$ cat src/rtl/hazard_monitor.sv
// hazard_monitor: per-zone sensor sync/debounce, green/yellow/red hazard classing,
// alarm latching until acknowledge, and a shared buzzer.
module hazard_monitor #(
  parameter int N_ZONES = 4,
  parameter int DEBOUNCE_CYCLES = 8
) (
  input  logic               clk,
  input  logic               rst_n,
  input  logic [N_ZONES-1:0] sensor_gas,
  input  logic [N_ZONES-1:0] sensor_smoke,
  input  logic [N_ZONES-1:0] sensor_hum,
  input  logic [N_ZONES-1:0] sensor_temp,
  input  logic [N_ZONES-1:0] ack,
  output logic [N_ZONES-1:0] led_red,
  output logic [N_ZONES-1:0] led_yellow,
  output logic [N_ZONES-1:0] led_green,
  output logic               buzzer
);
  localparam int NB = 4 * N_ZONES;
  localparam int CW = $clog2(DEBOUNCE_CYCLES + 1);
  localparam logic [CW-1:0] LAST = CW'(DEBOUNCE_CYCLES - 1);
  typedef enum logic [1:0] {SAFE, WARN, ALARM, SILENCED} state_t;
  logic [NB-1:0] raw, s1, s2, filt;
  logic [CW-1:0] cnt [NB];
  logic [N_ZONES-1:0] g, s, h, t, red, yellow, alarm_nxt;
  state_t state [N_ZONES];
  state_t nxt [N_ZONES];
  assign raw = {sensor_temp, sensor_hum, sensor_smoke, sensor_gas};
  assign {t, h, s, g} = filt;
  assign red = t & (s | g);
  assign yellow = (~g & ~s & t) | (s & h & ~t) | (g & ~t);
  always_ff @(posedge clk or negedge rst_n) begin
    if (!rst_n) begin
      s1 <= '0;
      s2 <= '0;
    end else begin
      s1 <= raw;
      s2 <= s1;
    end
  end
  // a bit flips only after DEBOUNCE_CYCLES consecutive disagreeing samples
  always_ff @(posedge clk or negedge rst_n) begin
    if (!rst_n) begin
      filt <= '0;
      for (int i = 0; i < NB; i++) cnt[i] <= '0;
    end else begin
      for (int i = 0; i < NB; i++) begin
        if (s2[i] == filt[i]) cnt[i] <= '0;
        else if (cnt[i] == LAST) begin
          filt[i] <= s2[i];
          cnt[i] <= '0;
        end else cnt[i] <= cnt[i] + 1'b1;
      end
    end
  end
  always_comb begin
    for (int z = 0; z < N_ZONES; z++) begin
      nxt[z] = state[z];
      case (state[z])
        ALARM:    if (ack[z]) nxt[z] = red[z] ? SILENCED : yellow[z] ? WARN : SAFE;
        SILENCED: nxt[z] = red[z] ? SILENCED : yellow[z] ? WARN : SAFE;
        default:  nxt[z] = red[z] ? ALARM : yellow[z] ? WARN : SAFE;
      endcase
      alarm_nxt[z] = nxt[z] == ALARM;
    end
  end
  always_ff @(posedge clk or negedge rst_n) begin
    if (!rst_n) begin
      for (int z = 0; z < N_ZONES; z++) state[z] <= SAFE;
      led_green <= '1;
      led_yellow <= '0;
      led_red <= '0;
      buzzer <= 1'b0;
    end else begin
      for (int z = 0; z < N_ZONES; z++) begin
        state[z] <= nxt[z];
        led_green[z] <= nxt[z] == SAFE;
        led_yellow[z] <= nxt[z] == WARN;
        led_red[z] <= nxt[z] == ALARM || nxt[z] == SILENCED;
      end
      buzzer <= |alarm_nxt;
    end
  end
endmodule

$ cat config.mk
export PLATFORM = sky130hd
export DESIGN_NAME = hazard_monitor
export DESIGN_NICKNAME = d
export VERILOG_FILES = /design/src/rtl/hazard_monitor.sv
export SDC_FILE = /design/constraint.sdc
export NUM_CORES = 1
export LEC_CHECK = 0
export CAP_MARGIN = 20
export CORE_MARGIN = 5
export CORE_UTILIZATION = 35
export DETAILED_ROUTE_END_ITERATION = 16
export PLACE_DENSITY = 0.64
export SLEW_MARGIN = 30
export SYNTH_ARGS = -nofsm -noshare
export SYNTH_HDL_FRONTEND = slang
export SYNTH_SLANG_ARGS = --single-unit
$ cat constraint.sdc
create_clock -name clk -period 1.2 [get_ports clk]
set_input_delay 0.24 -clock clk [delete_from_list [all_inputs] [get_ports clk]]
set_output_delay 0.24 -clock clk [all_outputs]
set_load 0.01 [all_outputs]
==> results, run 1 <==
- The share of total power dissipated in sequential elements is 41.0%.
- Routed signal wires occupy layers up through met4.
- The library cell with the largest summed area after synthesis is dfrtp_1.
- Of all nets on the critical path, the largest fanout is 2.
- Sorting the synthesized cells by area gives the leading types as dfrtp_1, xnor2_1, nor2_1.
- Wire segments on met3 add up to 271 um in the final route.
- The DRC marker count from the first detailed-route iteration is 110.
- Wire segments on met2 add up to roughly 4600 um in the final route.
- At the end of the flow the core is filled with cells to around half.
- The final instance area is between 6000 and 7000 um^2.
- The synthesized area divided by synthesized cell count is approximately 13 um^2.
- For this design the total switching power over the nets is roughly 4200 uW.
- In the post-route analysis, the smallest setup slack over all paths is -0.109 ns.
- The analysis attributes to cell leakage a power of 0.00329 uW.
- In the final design database the tool counted between 500 and 600 nets.
- The area share of xor/xnor cells in the synthesized design is around 5.7%.
- After Yosys synthesis, and, or, nand and nor cells account for between 10 and 15% of the synthesized area.
- The starting density of the core is approximately 36%.
- The clock tree from TritonCTS is yes.
- The final reports fail on negative setup slack.
- The startpoint of the lowest-slack hold path is sensor_smoke[0].
- Net switching is between 20% and 30% of the power.
- Once placement finished, the instance area stood at roughly 6000 um^2.
- The combinational fraction of design power is ~28%.
- The floorplan step defined a core boundary enclosing 13,900 um^2.
- Global routing consumed, over all layers together, between 10 and 15% of the routing resources.
- The top-level I/O count is 35.
- The number of cell instances on the worst register-to-register path is 3.
- The vias per cell is between 4 and 5.
- In the synthesized netlist, mux cells make up under 10% of the area.
- The startpoint of the lowest-slack register-to-register path is state[3].
- Summed over all failing endpoints, the final setup total negative slack is -0.385 ns.
- In this run the cell area of the synthesized design comes to 4950 um^2.
- Leaving out fill and tap cells, the most frequent cells in the layout are dfrtp_1, buf_4, nor2_1.
- The clock slew seen by the registers of the worst setup and hold paths is ~0.050 ns.
- The final hold violation count came to 0.
- The first global-routing pass estimated ~15,000 um of wire.
- The clock tree root driver cell is clkbuf_16.
- The start-to-end type of the worst setup path is reg2reg.
- The final RePlAce weighted congestion is 0.742.
- The data arrival time of the critical path is about 1.6 ns.
- The depth of the CTS H-tree is 4.
- The sequential area share after synthesis is 67.4%.
- The number of max-slew violations in the final report is 0.
- Setup repair after global routing could not meet its margin everywhere.
- The number of antenna diodes in the final layout is 0.
- The clock arrives with just over 0.009 ns of skew.
- In this run the critical register-to-register path is captured at buzzer.
- The initial antenna violation count is 0.
- The number of sinks driven by the clock tree is about 130.
- The top achievable clock speed is around 760 MHz.
- Across the run, the number of max-cap violations was 0.
- After detailed routing, the number of remaining DRC violations is 0.
- The flow ran to the end, but the final reports show violations.
- Counting flops and latches in the post-synthesis netlist gives 133.
- Counting every net in the synthesized netlist gives 415.
- The netlist uses 20 different library cells.
- The post-route netlist has 35.5% of its cells at a drive strength greater than 1.
- STA classifies the critical path endpoint as a register.
- Entering global routing, the biggest net connects 64 pins.
- No sink is reached through more buffers than the 2 on the longest clock path.
- The power share of the clock group is a little under a third.
- The number of failing setup endpoints in the final timing report is 6.
- The worst hold path terminates at s1[4].
- The final HPWL from detailed placement is roughly 5900 um.
- The sort of element at the start of the critical path is a register.
- The count of nets left with antenna violations once routing finished came out at 0.
- The largest family of logic cells by synthesized area is simple AND/OR/NAND/NOR gates.
- Across the VDD grid, the largest voltage drop is ~1.3 mV.
- The first-pass iteration count of the detailed router is 4.
- The floorplan die area is between 15,000 and 20,000 um^2.
- Dividing the final minimum period by the clock period gives 109%.
- Summing the areas of all fa, ha and maj instances in the mapped netlist gives 4.05% of the synthesized area.
- The final layout contains routed wiring with a total length of roughly 8800 um.
- The number of global-route vias before repair was 3,416.
- The worst-skew pair later-pin latency is roughly 0.40 ns.
- The tightest hold path in the finished design has a slack of between 0.2 and 0.3 ns.
- The area growth from synthesis to final layout is 38.4%.
- The number of stages on the worst hold path is 1.
- The detailed-route wire length per cell is 12.6 um.
- The vias after detailed routing is 3,115.
- The internal power of the cells totals between 10,000 and 15,000 uW.
- Summed over all layers, the global routing overflow is 0.
- The compound-cell area share of the yosys netlist is about 1.6%.
- The CTS buffer count is 17.
- Input and output buffers added on the ports amount to 34.
- In the final routing, the length of wire on met1 measures ~3700 um.
- After synthesis, the largest area contributor takes up between 60% and 70% of total cell area.
- The worst pin sits at a relative slew slack of 73.6%.
- The die is between 100 and 150 um tall.
- The total power divided by cell area is roughly 2300 nW/um^2.
- The number of warnings reported in the yosys synthesis log is 0.
- The slack of the worst reg-to-reg path is -0.11 ns.
- Data on the critical path is required at its endpoint by 1.47 ns.
- Leaving out fill and tap cells, the most frequent cell in the layout is dfrtp_1.
- Subtracting the final worst setup slack from the clock period gives between 1 and 1.5 ns.
- The site row count is 43.
- The worst hold path class is in2reg.
- The cell count after synthesis came out at roughly 380.
- For the pin with the worst max-slew slack, the measured transition is around 0.40 ns.
- From left edge to right edge, the die measures about 130 um.
==> how the worst max path moves through the flow <==
| stage | end | slack, ns | from |
|---|---|---|---|
| after floorplan | buzzer | -0.08 | filt[7] |
| after global placement | buzzer | -0.39 | ack[1] |
| after detailed placement | buzzer | -0.44 | ack[1] |
| after CTS | led_green[2] | -0.12 | led_green[2] |
| after global routing | buzzer | -0.13 | state[1] |
| final | buzzer | -0.11 | state[3] |
==> worst max-delay path, cell delays in order (launching register included) <==
cell and delay [ns]:
dfrtp_1 0.37, or3b_4 0.24, o21ai_2 0.06, or4_1 0.51
==> timing repair <==
item / in CTS / in global routing
setup endpoints to repair: 19 / 27
hold buffers: 1 / 0
resized for setup: 67 / 55
pin swaps: 2 / 22
buffers inserted: 3 / 15
hold endpoints to repair: 129 / 0
==> cells by family (layout without fill, tap and decap cells) <==
family          Yosys count  after routing
fa+ha+maj                16             16
xor+xnor                 32             32
compound gates           12             12
mux                      32             32
simple gates            152            152
flops                   133            133
buf+inv                   0            141
==> Yosys cell counts (all sizes together) <==
library cell and number:
or4 1, mux2 16, nor2b 16, dfstp 4, nor3 11, dfrtp 129, a211oi 4, nand2 19
xnor2 32, nor2 71, ha 16, nand3b 5, nor3b 1, or3b 4, nand3 16, mux2i 16
and2 8, o21ai 8
==> metrics by stage <==
| stage | std cells | total power [uW] | setup WS (ns) |
|---|---|---|---|
| 2_1_floorplan | 377 | 8390 | -0.0758 |
| 3_3_place_gp | 649 | 10100 | -0.385 |
| 3_5_place_dp | 649 | 10400 | -0.440 |
| 4_1_cts | 683 | 15400 | -0.117 |
| 5_1_grt | 698 | 16700 | -0.134 |
| 6_report | 698 | 15600 | -0.109 |
==> power by group through the flow <==
stage | Combinational [uW] | Sequential [uW] | Clock (uW)
2_1_floorplan | 1990 | 6400 | 0
3_3_place_gp | 3800 | 6350 | 0
3_5_place_dp | 3950 | 6410 | 0
4_1_cts | 3980 | 6370 | 5050
5_1_grt | 4920 | 6540 | 5250
6_report | 4330 | 6400 | 4880
==> layout make-up <==
| cell class | instances | area, um^2 |
|---|---|---|
| multi-input combinational | 244 | 1800 |
| fill | 1194 | 7030 |
| clock inverter | 2 | 37.5 |
| clock buffer | 28 | 537 |
| sequential | 133 | 3330 |
| timing repair buffer | 111 | 910 |
| tap | 180 | 225 |
==> sequential cells by signal, summed over array words and instances, names as in the netlist <==
| name | cells |
|---|---|
| cnt | 64 |
| buzzer | 1 |
| led_red | 4 |
| filt | 16 |
| s2 | 16 |
| state | 8 |
| led_yellow | 4 |
| led_green | 4 |
| s1 | 16 |
==> layer usage <==
metal  GRT usage (%)  up-vias
li1                -     1521
met5               0        -
met4            6.05        0
met1            13.3     1541
met3            3.32       12
met2            19.7       41
(Power assumes the default switching activity.)
==> run 2: changes to the inputs <==
--- a/config.mk
+++ b/config.mk
@@ -8,6 +8,7 @@
 export CAP_MARGIN = 20
 export CORE_MARGIN = 5
 export CORE_UTILIZATION = 35
+export CTS_CLUSTER_DIAMETER = 200
 export DETAILED_ROUTE_END_ITERATION = 16
 export PLACE_DENSITY = 0.64
 export SLEW_MARGIN = 30
==> results of run 2 <==
Same layout as run 1: the final DEF is identical, and so are final timing and power.
==> run 3: changes to the inputs <==
--- a/config.mk
+++ b/config.mk
@@ -6,11 +6,12 @@
 export NUM_CORES = 1
 export LEC_CHECK = 0
 export CAP_MARGIN = 20
-export CORE_MARGIN = 5
+export CELL_PAD_IN_SITES_DETAIL_PLACEMENT = 1
+export CELL_PAD_IN_SITES_GLOBAL_PLACEMENT = 1
 export CORE_UTILIZATION = 35
 export CTS_CLUSTER_DIAMETER = 200
 export DETAILED_ROUTE_END_ITERATION = 16
-export PLACE_DENSITY = 0.64
+export PLACE_DENSITY = 0.73
 export SLEW_MARGIN = 30
 export SYNTH_ARGS = -nofsm -noshare
 export SYNTH_HDL_FRONTEND = slang
==> run 3 against run 2 <==
  * Global-route usage grew 6.1 points
  * Critical path type unchanged
  * Clock power increased by 8.4%
  * Combinational power up 18%
  * Largest cell class unchanged
  * Critical path depth is the same
  * Total power up 8.4%
  * Routed wire length is 33% higher
  * Via count grew 6.0%
  * Critical endpoint unchanged
  * The flow still finishes with violations (negative setup slack)
  * Count of clock-buffer cells in the layout is 4 lower
==> results, run 3 (synthesis gave the netlist of run 1 again) <==
- Result of the run: complete, but fails checks (unchanged).
- Failing checks: negative setup slack (unchanged).
- The top-level I/O count is 35 (unchanged).
- The sum of negative setup slack came to -0.511 ns (was -0.385 ns).
- The vias per cell is 4.62 (was 4.46).
- The total leakage power is 0.00347 uW (was 0.00329 uW).
- The floorplan die area is 14,600 um^2 (was 16,600 um^2).
- The DRC marker count from the first detailed-route iteration came to 69 (was 110).
- The worst IR drop on VDD is 1.12 mV (was 1.28 mV).
- The number of nets in the final layout came to 560 (was 545).
- The number of max-slew violations in the final report came to 0 (unchanged).
- The sort of element at the start of the critical path is a register (unchanged).
- The clock skew after layout is 0.00894 ns (was 0.00920 ns).
- The capturing point of the worst reg2reg path is buzzer (unchanged).
- The worst path required time is 1.49 ns (was 1.47 ns).
- The startpoint of the lowest-slack register-to-register path is state[3] (unchanged).
- The number of antenna cells inserted is 0 (unchanged).
- The number of cell instances on the worst register-to-register path is 3 (unchanged).
- The number of nets with antenna violations after detailed routing is 0 (unchanged).
- The relative max-transition margin is 72.1% (was 73.6%).
- The number of global-route vias before repair is 3,841 (was 3,416).
- The depth of the CTS H-tree is 4 (unchanged).
- The total power divided by cell area is 2360 nW/um^2 (was 2280 nW/um^2).
- The peak fanout along the critical path is 2 (unchanged).
- The total routing resource utilization after global routing is 17.7% (was 11.6%).
- The number of failing setup endpoints in the final timing report is 6 (unchanged).
- The final RePlAce weighted congestion came to 0.700 (was 0.742).
- Commonest cells after routing, fill and taps aside: dfrtp_1, buf_4, nor2_1 (unchanged).
- The layout filler cell count is 1,418 (was 1,194).
- The share of cells above drive strength 1 is 41.3% (was 35.5%).
- The final setup slack of the worst path is -0.132 ns (was -0.109 ns).
- The top register by number of flip-flops is cnt (unchanged).
- The first-pass iteration count of the detailed router is 4 (unchanged).
- The total overflow reported by the global router is 0 (unchanged).
- The clock tree root driver cell was clkbuf_16 (unchanged).
- The shortest clock period the worst path allows after layout was 1.33 ns (was 1.31 ns).
- The number of placed instances, taps included is 651 (was 649).
- The count of buffers inserted at the top-level ports is 34 (unchanged).
- The final wirelength is 11,700 um (was 8760 um).
- The post-layout total power is 16,900 uW (was 15,600 uW).
- The clock tree from TritonCTS is yes (unchanged).
- The first-pass GRT wire length came to 19,200 um (was 15,200 um).
- The number of design rule violations left after detail routing is 0 (unchanged).
- The largest net degree at the start of global routing is 53 (was 64).
- The final cell count without fillers is 715 (was 698).
- The largest buffer count on any clock path is 2 (unchanged).
- The transition time at the pin with the least slew margin came to 0.416 ns (was 0.396 ns).
- The core region area was 13,800 um^2 (was 13,900 um^2).
- The start-to-end type of the worst setup path was reg2reg (unchanged).
- The slack of the worst reg-to-reg path is -0.13 ns (was -0.11 ns).
- The detailed-route wire length per cell is 16.3 um (was 12.6 um).
- The vertical die dimension was 121 um (was 129 um).
- The clock slew seen by the registers of the worst setup and hold paths was 0.06 ns (was 0.05 ns).
- The site row count came to 43 (unchanged).
- The data arrival time of the critical path was 1.62 ns (was 1.58 ns).
- The area growth from synthesis to final layout came to 45.0% (was 38.4%).
- The final clock period utilization by the worst path is 111% (was 109%).
- The final hold violation count was 0 (unchanged).
- The top achievable clock speed came to 751 MHz (was 764 MHz).
- The worst-skew pair later-pin latency was 0.43 ns (was 0.40 ns).
- The final HPWL from detailed placement was 6640 um (was 5910 um).
- The initial antenna violation count is 0 (unchanged).
- The most common library cell in the layout ignoring fill and taps is dfrtp_1 (unchanged).
- The endpoint class of the critical path is a register (unchanged).
- The CTS buffer count is 17 (unchanged).
- The number of maximum-capacitance constraint violations is 0 (unchanged).
- RSZ-0062 raised after global routing: true (unchanged).
- The starting density of the core is 35.8% (was 35.6%).
- The final hold slack was 0.228 ns (was 0.275 ns).
- The vias after detailed routing is 3,303 (was 3,115).
- The number of sinks driven by the clock tree came to 133 (unchanged).
- The die width came to 121 um (was 129 um).
- The flip-flop count of the largest register, all copies and words added came to 64 (unchanged).
- The worst hold path class is in2async (was in2reg).
==> run 3: cell types whose count changed in the layout (fill, tap and decap cells not counted), sizes merged <==
cell / change
buf: +15
clkinv: +4
clkinvlp: +1
bufinv: +1
clkbuf: -4
==> run 3: power by group <==
group | total, uW | switching, uW | internal (uW) | leakage, uW
Combinational | 5090 | 2140 | 2950 | 0.00145
Clock | 5290 | 1920 | 3370 | 0.000298
Sequential | 6530 | 902 | 5630 | 0.00172
Total | 16900 | 4960 | 12000 | 0.00347
==> run 3: through the flow <==
stage,cell area [um^2],utilization [%],setup slack [ns]
after floorplan,4950,-,-0.0758
after global placement,5980,43.3,-0.374
after detailed placement,5980,43.3,-0.399
after CTS,6870,49.7,-0.140
after global routing,7170,51.9,-0.166
final,7170,51.9,-0.132
==> run 3: final cells by class <==
cell class	count	area, um^2	share of cell area [%]
Sequential cell	133	3330	46.5
Multi-Input combinational cell	244	1990	27.7
Timing Repair Buffer	126	1020	14.2
Clock buffer	24	512	7.14
Tap cell	180	225	3.14
Clock inverter	8	95.1	1.33
==> run 3: worst max path at each step <==
stage	slack, ns	start	cells past startpoint	end
after detailed placement	-0.40	ack[1]	4	buzzer
after global placement	-0.37	ack[1]	4	buzzer
final	-0.13	state[3]	3	buzzer
after CTS	-0.14	led_green[0]	1	led_green[0]
after global routing	-0.17	state[3]	3	buzzer
after floorplan	-0.08	filt[7]	3	buzzer
==> run 3: repair_timing <==
action | CTS | global route
hold buffers | 1 | 0
endpoints found under the setup margin | 33 | 55
endpoints found under the hold margin | 47 | 0
setup buffers | 22 | 15
resized for setup | 102 | 51
pin swaps | 17 | 34
==> run 3: worst max-delay path, stage by stage, from the launching register on <==
cell	delay (ns)
dfrtp_1	0.38
or3b_4	0.24
o21ai_2	0.07
or4_1	0.51
==> run 3: metal layers <==
metal / global-route usage [%] / up-vias / wire, um
met3: 5.08 / 17 / 344
met4: 8.26 / 0 / 254
met1: 19.4 / 1689 / 4600
li1: - / 1552 / -
met5: 0 / - / 0
met2: 31.3 / 45 / 6480
